## src/rtl/pdn_rail_sequencer.sv

```systemverilog
`default_nettype none
// ============================================================================
// Module   : pdn_rail_sequencer
// Purpose  : Power-up / power-down sequencer for supply rails VDD1..VDDn.
//            Rails are enabled in ascending order, each waiting for the
//            previous rail to report power-good and settle. Release disables
//            them in reverse order with a settle gap between each. A rail that
//            never reaches power-good, or drops out while enabled, forces all
//            rails off and latches a fault until software clears it.
// Ports    : clk            - sequencer clock
//            rst_n          - asynchronous active-low reset
//            pwr_req        - level request, 1 = all rails on, 0 = all off
//            settle_cycles  - settle time per rail (stable while busy)
//            timeout_cycles - power-good wait limit per rail (stable while busy)
//            rail_pg        - per-rail power-good, synchronous to clk
//            fault_clr      - level, releases the fault state
//            rail_en        - registered per-rail enable
//            pwr_ok         - all rails up and settled
//            busy           - ramp up or ramp down in progress
//            fault          - fault latched
//            fault_rail     - index of the faulting rail
// Revision : 1.0 - initial release
// ============================================================================
module pdn_rail_sequencer #(
    parameter int NUM_RAILS = 6,
    parameter int DLY_W     = 8
) (
    input  logic                         clk,
    input  logic                         rst_n,
    input  logic                         pwr_req,
    input  logic [DLY_W-1:0]             settle_cycles,
    input  logic [DLY_W-1:0]             timeout_cycles,
    input  logic [NUM_RAILS-1:0]         rail_pg,
    input  logic                         fault_clr,
    output logic [NUM_RAILS-1:0]         rail_en,
    output logic                         pwr_ok,
    output logic                         busy,
    output logic                         fault,
    output logic [$clog2(NUM_RAILS)-1:0] fault_rail
);

    localparam int                IDX_W    = $clog2(NUM_RAILS);
    localparam logic [IDX_W-1:0]  LAST_IDX = IDX_W'(NUM_RAILS - 1);

    typedef enum logic [2:0] {
        ST_IDLE      = 3'd0,
        ST_UP_WAIT   = 3'd1,
        ST_UP_SETTLE = 3'd2,
        ST_ON        = 3'd3,
        ST_DN        = 3'd4,
        ST_FAULT     = 3'd5
    } state_t;

    state_t               state_q,      state_d;
    logic [IDX_W-1:0]     idx_q,        idx_d;
    logic [DLY_W-1:0]     timer_q,      timer_d;
    logic [NUM_RAILS-1:0] rail_en_q,    rail_en_d;
    logic                 pwr_ok_q,     pwr_ok_d;
    logic                 busy_q,       busy_d;
    logic                 fault_q,      fault_d;
    logic [IDX_W-1:0]     fault_rail_q, fault_rail_d;

    // ------------------------------------------------------------------------
    // Rail-drop monitor: any enabled rail without power-good, except the rail
    // currently ramping (it is still allowed to be low in UP_WAIT). The lowest
    // offending index is reported.
    // ------------------------------------------------------------------------
    logic [NUM_RAILS-1:0] drop_vec;
    logic                 drop_hit;
    logic [IDX_W-1:0]     drop_idx;

    always_comb begin
        drop_vec = rail_en_q & ~rail_pg;
        if (state_q == ST_UP_WAIT) begin
            drop_vec[idx_q] = 1'b0;
        end
        if (!(state_q inside {ST_UP_WAIT, ST_UP_SETTLE, ST_ON})) begin
            drop_vec = '0;
        end
        drop_hit = |drop_vec;
        drop_idx = '0;
        // Descending scan so the last assignment is the lowest set index.
        for (int i = NUM_RAILS - 1; i >= 0; i--) begin
            if (drop_vec[i]) begin
                drop_idx = IDX_W'(i);
            end
        end
    end

    logic             timeout_hit;
    logic             settle_done;
    logic [IDX_W-1:0] idx_inc;
    logic [IDX_W-1:0] idx_dec;

    assign timeout_hit = (timer_q == timeout_cycles);
    assign settle_done = (timer_q == settle_cycles);
    assign idx_inc     = idx_q + IDX_W'(1);
    assign idx_dec     = idx_q - IDX_W'(1);

    // ------------------------------------------------------------------------
    // Next-state logic
    // ------------------------------------------------------------------------
    always_comb begin
        state_d      = state_q;
        idx_d        = idx_q;
        timer_d      = timer_q + DLY_W'(1);
        rail_en_d    = rail_en_q;
        fault_d      = fault_q;
        fault_rail_d = fault_rail_q;

        case (state_q)
            ST_IDLE: begin
                rail_en_d = '0;
                if (pwr_req) begin
                    state_d      = ST_UP_WAIT;
                    idx_d        = '0;
                    rail_en_d[0] = 1'b1;
                end
            end

            ST_UP_WAIT: begin
                if (drop_hit) begin
                    state_d      = ST_FAULT;
                    rail_en_d    = '0;
                    fault_d      = 1'b1;
                    fault_rail_d = drop_idx;
                end else if (!pwr_req) begin
                    // Abort: ramp down from the rail currently being brought up.
                    state_d          = ST_DN;
                    rail_en_d[idx_q] = 1'b0;
                end else if (rail_pg[idx_q]) begin
                    // Power-good wins over a timeout expiring on the same cycle.
                    state_d = ST_UP_SETTLE;
                end else if (timeout_hit) begin
                    state_d      = ST_FAULT;
                    rail_en_d    = '0;
                    fault_d      = 1'b1;
                    fault_rail_d = idx_q;
                end
            end

            ST_UP_SETTLE: begin
                if (drop_hit) begin
                    state_d      = ST_FAULT;
                    rail_en_d    = '0;
                    fault_d      = 1'b1;
                    fault_rail_d = drop_idx;
                end else if (!pwr_req) begin
                    state_d          = ST_DN;
                    rail_en_d[idx_q] = 1'b0;
                end else if (settle_done) begin
                    if (idx_q == LAST_IDX) begin
                        state_d = ST_ON;
                    end else begin
                        state_d            = ST_UP_WAIT;
                        idx_d              = idx_inc;
                        rail_en_d[idx_inc] = 1'b1;
                    end
                end
            end

            ST_ON: begin
                if (drop_hit) begin
                    state_d      = ST_FAULT;
                    rail_en_d    = '0;
                    fault_d      = 1'b1;
                    fault_rail_d = drop_idx;
                end else if (!pwr_req) begin
                    state_d             = ST_DN;
                    idx_d               = LAST_IDX;
                    rail_en_d[LAST_IDX] = 1'b0;
                end
            end

            ST_DN: begin
                // Power-good and requests are deliberately ignored while
                // ramping down; a new request is only honoured from IDLE.
                if (settle_done) begin
                    if (idx_q == '0) begin
                        state_d = ST_IDLE;
                    end else begin
                        idx_d              = idx_dec;
                        rail_en_d[idx_dec] = 1'b0;
                        timer_d            = '0;
                    end
                end
            end

            ST_FAULT: begin
                rail_en_d = '0;
                // Requiring pwr_req low prevents an immediate re-ramp into
                // the same fault as soon as software clears it.
                if (fault_clr && !pwr_req) begin
                    state_d = ST_IDLE;
                    fault_d = 1'b0;
                end
            end

            default: begin
                state_d   = ST_IDLE;
                rail_en_d = '0;
            end
        endcase

        if (state_d != state_q) begin
            timer_d = '0;
        end
    end

    // Status outputs are decoded from the next state so they are registered
    // alongside it and change on the same edge.
    assign pwr_ok_d = (state_d == ST_ON);
    assign busy_d   = (state_d inside {ST_UP_WAIT, ST_UP_SETTLE, ST_DN});

    // ------------------------------------------------------------------------
    // State registers
    // ------------------------------------------------------------------------
    always_ff @(posedge clk or negedge rst_n) begin
        if (!rst_n) begin
            state_q      <= ST_IDLE;
            idx_q        <= '0;
            timer_q      <= '0;
            rail_en_q    <= '0;
            pwr_ok_q     <= 1'b0;
            busy_q       <= 1'b0;
            fault_q      <= 1'b0;
            fault_rail_q <= '0;
        end else begin
            state_q      <= state_d;
            idx_q        <= idx_d;
            timer_q      <= timer_d;
            rail_en_q    <= rail_en_d;
            pwr_ok_q     <= pwr_ok_d;
            busy_q       <= busy_d;
            fault_q      <= fault_d;
            fault_rail_q <= fault_rail_d;
        end
    end

    assign rail_en    = rail_en_q;
    assign pwr_ok     = pwr_ok_q;
    assign busy       = busy_q;
    assign fault      = fault_q;
    assign fault_rail = fault_rail_q;

endmodule
`default_nettype wire

```

## config.mk

```make
export PLATFORM = sky130hd
export DESIGN_NAME = pdn_rail_sequencer
export DESIGN_NICKNAME = d
export VERILOG_FILES = /design/src/rtl/pdn_rail_sequencer.sv
export SDC_FILE = /design/constraint.sdc
export NUM_CORES = 1
export LEC_CHECK = 0
export ABC_AREA = 1
export CELL_PAD_IN_SITES_DETAIL_PLACEMENT = 1
export CELL_PAD_IN_SITES_GLOBAL_PLACEMENT = 1
export CORE_MARGIN = 2
export CORE_UTILIZATION = 38
export DETAILED_ROUTE_END_ITERATION = 7
export PLACE_DENSITY = 0.77
export SYNTH_ARGS = -nofsm -noshare
export SYNTH_HDL_FRONTEND = slang
export SYNTH_SLANG_ARGS = --single-unit
```

## constraint.sdc

```tcl
create_clock -name clk -period 2.4 [get_ports clk]
set_input_delay 0.36 -clock clk [delete_from_list [all_inputs] [get_ports clk]]
set_output_delay 0.36 -clock clk [all_outputs]
set_load 0.05 [all_outputs]
```

==> flow_summary.rst, run 1 <==
.. list-table::
   :header-rows: 1

   * - Metric
     - Value
   * - Relative area change from synthesis to final layout
     - 25.8%
   * - Async set-or-reset flop fraction in the synthesized netlist
     - 100%
   * - Final hold violation count
     - 0
   * - Cts bufs inserted
     - 3
   * - Net switching fraction of the power
     - 50.1%
   * - Hold buffers post-CTS
     - 0
   * - Maximum number of pins on one net before global-route repair
     - 27
   * - Max-Slew Margin vs Limit
     - 59.6%
   * - Delay-heaviest family, CP
     - simple AND/OR/NAND/NOR gates
   * - Placement Rows
     - 29
   * - Leading cell type in the layout, fill and taps excluded
     - nand2_1
   * - Synth Warn #
     - 0
   * - DIE WIDTH
     - 86.2 um
   * - Total net switching power
     - 1.40 mW
   * - Cell with the largest stage delay on the worst path
     - dfrtp_1
   * - Top Ports
     - 38
   * - Antenna Violating Nets Remaining
     - 0
   * - Number of non-filler instances in the completed layout
     - 534
   * - PortBufs
     - 37
   * - Status
     - finished clean
   * - Initial core utilization
     - 40.0%
   * - Class of the worst hold path
     - in2async
   * - Floorplan die height
     - 86.2 um
   * - Ratio of total power to cell area
     - 868 nW/um2
   * - GPL Wtd Cong
     - 0.899
   * - Worst path buffer plus inverter count
     - 0
   * - Cell Int Power
     - 1.40 mW
   * - Logic gate share of total power
     - 61.0%
   * - Shortest clock period the worst path allows after layout
     - 2230 ps
   * - Final number of max-transition violations
     - 0
   * - Commonest cells after routing, fill and taps aside
     - nand2_1 (140), inv_1 (42), clkdlybuf4s50_1 (37)
   * - Setup-failing EPs final
     - 0
   * - Fraction of power consumed by the clock network
     - 14.0%
   * - Initial antenna violation count
     - 0
   * - Number of cells produced by synthesis
     - 404
   * - Global Route Usage Sum
     - 24.2%
   * - Post-synth EDFFs
     - 0
   * - Distinct cell type count of the synthesized netlist
     - 36
   * - Crit-path max cell delay
     - 490 ps
   * - Number of max-cap violations
     - 0
   * - Req. time, crit path
     - 2630 ps
   * - Via count
     - 2,834
   * - Series of cell instances along the critical path
     - o21ai_1, nor2_1, nand2_2, nand2_2, nor2_4, nand3_1, nand2_1, nand2_2, nand2_1, nand2_1, nor2_4, nand2_4, nor2_2
   * - Synthesized flop and latch total
     - 26
   * - Post-route cell area
     - 3230 um2
   * - Clock sink count
     - 26
   * - Static Leakage
     - 1.65 nW
   * - Largest fanout of any net on the critical path
     - 8
   * - Area used by multi-input combinational logic
     - 1700 um2
   * - Largest cells by area after synthesis
     - dfrtp_1 (25%), nand2_1 (20%), nand3_1 (7.0%)
   * - Detail Placement HPWL
     - 6.83 mm
   * - Vias in the first global route
     - 2,889
   * - DRC Markers
     - 0
   * - Register area
     - 652 um2
   * - Core box area
     - 6420 um2
   * - Top cell type's share of synthesized area
     - 25.4%
   * - First-pass GRT wire length
     - 14.2 mm
   * - Routed wire length
     - 8.56 mm
   * - Number of placed instances, taps included
     - 530
   * - Data arrival time of the critical path
     - 2460 ps
   * - Net Count, Synth
     - 435
   * - Unrepaired setup endpoints after global routing
     - false
   * - Post-DR wirelength/cell
     - 16.0 um
   * - Mapped cell area
     - 2570 um2
   * - Crit Path Category
     - reg2reg
   * - Clk Latency, worst-skew pair
     - 290 ps
   * - Detailed-routing iteration count for the pre-antenna-repair pass
     - 4
   * - Worst supply voltage drop on vdd
     - 0.000659 V
   * - Slew of the pin with the lowest slew margin
     - 603 ps
   * - CTS tree
     - yes
   * - Area after detailed placement
     - 3140 um2
   * - Maximum buffer depth of the clock tree
     - 2
   * - Fraction of layout instances using a drive strength above 1
     - 16.0%
   * - Mean cell area of the mapped netlist
     - 6.35 um2
   * - Diode count
     - 0
   * - Highest attainable clock frequency
     - 0.449 GHz
   * - Part of the Yosys area used for sequential elements
     - 25.4%
   * - Number of levels the H-tree was split into
     - 1
   * - Crit start category
     - flip-flop
   * - Part of the power in registers
     - 25.1%
   * - Avg Vias per Cell
     - 5.31
   * - Final period utilization
     - 92.8%
   * - Endpoint class of the critical path
     - flip-flop
   * - Dominant cell type by area after synthesis
     - dfrtp_1
   * - DIE AREA
     - 7430 um2
   * - Root cell of the clock tree
     - clkbuf_8
   * - Fillers
     - 869
   * - Tightest hold margin
     - 434 ps
   * - GRT overflow
     - 0
   * - Final Util
     - 50.3%
   * - Top FF cell, synth
     - dfrtp_1
   * - Skew final
     - 6.58 ps
   * - Clock transition at the registers of the reported paths
     - 110 ps
   * - Detailed router's first-iteration violation count
     - 148
   * - Reg2reg setup slack
     - 170 ps
   * - NumNets Final
     - 489
==> state kept, by name, indices dropped and copies added, names as in the netlist <==
signal,count
timer_q,8
rail_en,6
fault_rail,3
idx_q,3
state_q,3
busy,1
fault,1
pwr_ok,1
==> per-stage QoR <==
stage	total power [mW]	setup WS [ps]	setup TNS (ps)
after floorplan	1.82	376	0
after global placement	2.35	-63.0	-362
after detailed placement	2.39	-99.0	-651
after CTS	2.80	81.0	0
after global routing	3.02	9.07	0
final	2.80	173	0
==> cells in the mapped netlist, types with 4 or more instances <==
library cell and n:
nand2_1 140, xnor2_1 11, nor3_1 8, buf_2 4, nor2_2 13, dfrtp_1 26
inv_2 5, o21ai_0 13, inv_1 42, nand4_1 8, or2_2 4, ha_1 5
nand3b_1 5, nor2_1 32, o311ai_0 5, nand3_1 36, a21oi_1 7, nand2_2 11
==> path summary, 6_finish.rpt <==
path	startpoint	to	depth (start not counted)
worst max-delay path	state_q[0]	timer_q[4]	13
worst min-delay path	rst_n	busy	2
worst max register to register	state_q[0]	timer_q[4]	13
worst min register to register	fault_rail[0]	fault_rail[0]	2
max in group asynchronous	rst_n	state_q[1]	2
min in group clk	fault_rail[0]	fault_rail[0]	2
==> power groups by stage <==
stage / clock [mW] / sequential, mW / combinational (mW)
after floorplan: 0 / 0.813 / 1.01
after global placement: 0 / 0.703 / 1.64
after detailed placement: 0 / 0.707 / 1.68
after CTS: 0.401 / 0.698 / 1.70
after global routing: 0.411 / 0.720 / 1.89
final: 0.392 / 0.702 / 1.71
==> layer usage <==
layer,part of all wire (%),up-vias,wire [um],global-route usage [%]
li1,-,1403,-,-
met1,48,1346,4080,34.9
met2,46,79,3950,39.3
met3,5.3,6,457,2.48
met4,0.88,0,75,4.97
met5,0,-,0,0
==> cell type report <==
cell class / count / area share [%]
tap: 77 / 2.98
inverter: 49 / 6.01
clock buffer: 3 / 1.28
timing repair buffer: 55 / 16.0
sequential: 26 / 20.2
multi-input combinational: 323 / 52.6
clock inverter: 1 / 0.930
==> cells by family (layout without fill, tap and decap cells) <==
| family | after synthesis | count (layout) | share of synthesized area [%] |
|---|---|---|---|
| AOI/OAI and AO/OA | 37 | 37 | 8.97 |
| xor gates and xnor gates | 11 | 11 | 3.75 |
| adders and majority gates | 5 | 5 | 2.44 |
| buffers and inverters | 55 | 108 | 8.87 |
| DFF | 26 | 26 | 25.4 |
| and+or+nand+nor | 270 | 270 | 50.6 |
==> worst register-to-register path: cells and delay by family (launching register included) <==
family             cells  cell delay [ps]
and+or+nand+nor       12             1270
DFF                    1              490
AOI/OAI and AO/OA      1              400
==> timing repair <==
action / CTS / global route
hold endpoints to repair: 0 / 0
setup buffers: 0 / 0
setup endpoints to repair: 0 / 13
resized for setup: 0 / 6
(Power assumes the default switching activity.)
==> run 2, diff against run 1 <==
==> constraint.sdc (replaced) <==
create_clock -name clk -period 2.4 [get_ports clk]
set_input_delay 0.36 -clock clk [delete_from_list [all_inputs] [get_ports clk]]
set_output_delay 0.36 -clock clk [all_outputs]
set_load 0.02 [all_outputs]
==> results of run 2 <==
The final DEF is identical to that of run 1. Status: finished clean.
Among the figures that moved: total power 2.80 mW -> 2.70 mW
==> run 3, diff against run 2 <==
GPL_ROUTABILITY_DRIVEN = 0   (was default)
==> run 3 against run 2 <==
- utilization increased by 0.49 points
- highest routed layer unchanged
- final cell count is 0.56% higher
- die area stayed put
- largest power group unchanged
- via count increased by 1.2%
- worst setup slack better by 37 ps
- first-iteration DRC count rose by 8.8%
- largest cell class unchanged
==> flow_summary.rst, run 3 (same netlist as run 1, synthesis figures left out) <==
.. list-table::
   :header-rows: 1

   * - Metric
     - Value
   * - Status
     - finished clean
   * - Top Ports
     - 38 (unchanged)
   * - CTS tree
     - yes
   * - Least setup slack across all paths after layout
     - 210 ps (+36.7 ps)
   * - Crit-path max cell delay
     - 430 ps (-60 ps)
   * - Vias in the first global route
     - 2,991 (+3.5%)
   * - Post-DR wirelength/cell
     - 16.1 um (+0.39%)
   * - Max-Slew Margin vs Limit
     - 64.5% (+4.9 points)
   * - Data arrival time of the critical path
     - 2420 ps (-40 ps)
   * - Cell with the largest stage delay on the worst path
     - dfrtp_2
   * - Detailed-routing iteration count for the pre-antenna-repair pass
     - 4 (unchanged)
   * - Class of the worst hold path
     - in2async
   * - Initial core utilization
     - 40.0% (unchanged)
   * - Diode count
     - 0 (unchanged)
   * - Largest fanout of any net on the critical path
     - 17 (+9)
   * - Number of max-cap violations
     - 0 (unchanged)
   * - Final number of max-transition violations
     - 0 (unchanged)
   * - Worst supply voltage drop on vdd
     - 0.000552 V
   * - Routed wire length
     - 8.64 mm (+0.96%)
   * - Leading cell type in the layout, fill and taps excluded
     - nand2_1
   * - First-pass GRT wire length
     - 14.7 mm (+3.3%)
   * - Clock transition at the registers of the reported paths
     - 110 ps (about the same)
   * - Final period utilization
     - 91.3% (-1.5 points)
   * - Clock sink count
     - 26 (unchanged)
   * - DIE WIDTH
     - 86.2 um (unchanged)
   * - Clk Latency, worst-skew pair
     - 290 ps (about the same)
   * - Via count
     - 2,867 (+1.2%)
   * - Hold buffers post-CTS
     - 0 (unchanged)
   * - Fraction of layout instances using a drive strength above 1
     - 17.4% (+1.4 points)
   * - Floorplan die height
     - 86.2 um (unchanged)
   * - Maximum buffer depth of the clock tree
     - 2 (unchanged)
   * - Detailed router's first-iteration violation count
     - 161 (+8.8%)
   * - Post-route cell area
     - 3260 um2 (+0.97%)
   * - DP Worst Slack
     - -123 ps (-23.7 ps)
   * - Largest register by flop count
     - timer_q
   * - Skew final
     - 5.17 ps (-1.42 ps)
   * - Area after detailed placement
     - 3160 um2 (+0.48%)
   * - Maximum number of pins on one net before global-route repair
     - 27 (unchanged)
   * - Crit Path Category
     - reg2reg
   * - Avg Vias per Cell
     - 5.34 (+0.60%)
   * - Req. time, crit path
     - 2630 ps (about the same)
   * - Ratio of total power to cell area
     - 842 nW/um2
   * - Unrepaired setup endpoints after global routing
     - false
   * - Antenna Violating Nets Remaining
     - 0 (unchanged)
   * - Number of non-filler instances in the completed layout
     - 537 (+0.56%)
   * - Static Leakage
     - 1.66 nW (+0.67%)
   * - Setup-failing EPs final
     - 0 (unchanged)
   * - Detail Placement HPWL
     - 7.00 mm (+2.4%)
   * - Number of placed instances, taps included
     - 532 (+0.38%)
   * - Cts bufs inserted
     - 3 (unchanged)
   * - NumNets Final
     - 492 (+0.61%)
   * - Shortest clock period the worst path allows after layout
     - 2190 ps (-36.7 ps)
   * - Core box area
     - 6420 um2 (unchanged)
   * - Commonest cells after routing, fill and taps aside
     - nand2_1 (139), inv_1 (42), clkdlybuf4s50_1 (37)
   * - Root cell of the clock tree
     - clkbuf_8
   * - Relative area change from synthesis to final layout
     - 27.0%
   * - Endpoint class of the critical path
     - flip-flop
   * - DIE AREA
     - 7430 um2 (unchanged)
   * - Highest attainable clock frequency
     - 0.457 GHz (+1.7%)
   * - Worst Reg2Reg Path Length in Cells
     - 14 (+1)
   * - PortBufs
     - 37 (unchanged)
   * - Slew of the pin with the lowest slew margin
     - 530 ps (-73.0 ps)
   * - Global Route Usage Sum
     - 24.8% (+0.60 points)
   * - GRT overflow
     - 0 (unchanged)
   * - Final hold violation count
     - 0 (unchanged)
   * - Most frequent cell on the critical path
     - nor2_1
   * - Number of levels the H-tree was split into
     - 1 (unchanged)
   * - Series of cell instances along the critical path
     - buf_12, nand3_1, buf_4, nor2_1, nor2_1, nand2_1, nor2_1, nor2_1, nand2_2, nand2_1, nand2_1, nor2_4, nand2_4, nor2_2
   * - Placement Rows
     - 29 (unchanged)
   * - DRC Markers
     - 0 (unchanged)
   * - Power after layout
     - 2.74 mW
   * - Crit start category
     - flip-flop
   * - Max reg flops
     - 8 (unchanged)
   * - Initial antenna violation count
     - 0 (unchanged)
## run 3: cell types whose count changed in the layout (fill, tap and decap cells not counted), sizes merged
cell,delta
buf,+3
## run 3: timing repair
action	4_1_cts	5_1_grt
gates resized for setup	0	10
setup endpoints to repair	0	17
setup buffers	0	1
## run 3: critical path: cells and delay by family, from the launching register on
kind,cells,cell delay [ps]
buffers and inverters,2,320
flip-flops,1,430
AND/OR/NAND/NOR,12,1370
## run 3: report_power, final
part | leakage [nW] | internal, mW | switching, mW | total [mW]
combinational | 1.29 | 0.635 | 1.00 | 1.64
clock | 0.0357 | 0.224 | 0.175 | 0.399
sequential | 0.333 | 0.558 | 0.149 | 0.706
## run 3: layout make-up
class | instances | area (um2)
fill | 872 | 3160
multi-input combinational | 323 | 1700
sequential | 26 | 654
timing repair buffer | 58 | 541
inverter | 49 | 194
tap | 77 | 96.3
clock buffer | 3 | 41.3
clock inverter | 1 | 30.0
## run 3: through the flow
stage | hold WS, ps | util [%] | setup TNS [ps]
after floorplan | 64.4 | - | 0
after global placement | 453 | 49.2 | -18.5
after detailed placement | 458 | 49.2 | -893
after CTS | 453 | 50.3 | 0
after global routing | 473 | 50.7 | 0
final | 434 | 50.7 | 0
## run 3: worst paths after layout
kind	startpoint	to	slack, ps
setup reg to reg	idx_q[0]	timer_q[4]	210
setup / recovery	idx_q[0]	timer_q[4]	210
hold / removal	rst_n	timer_q[7]	430
min in group clk	fault_rail[1]	fault_rail[1]	480
hold reg to reg	fault_rail[1]	fault_rail[1]	480
max in group asynchronous	rst_n	idx_q[0]	1680
## run 3: layer usage
metal / part of all wire [%] / global-route usage, % / vias to the layer above
met4: 1.2 / 6.53 / 0
met1: 47 / 34.5 / 1378
met5: 0 / 0 / -
li1: - / - / 1404
met3: 4.2 / 1.90 / 8
met2: 47 / 41.6 / 77
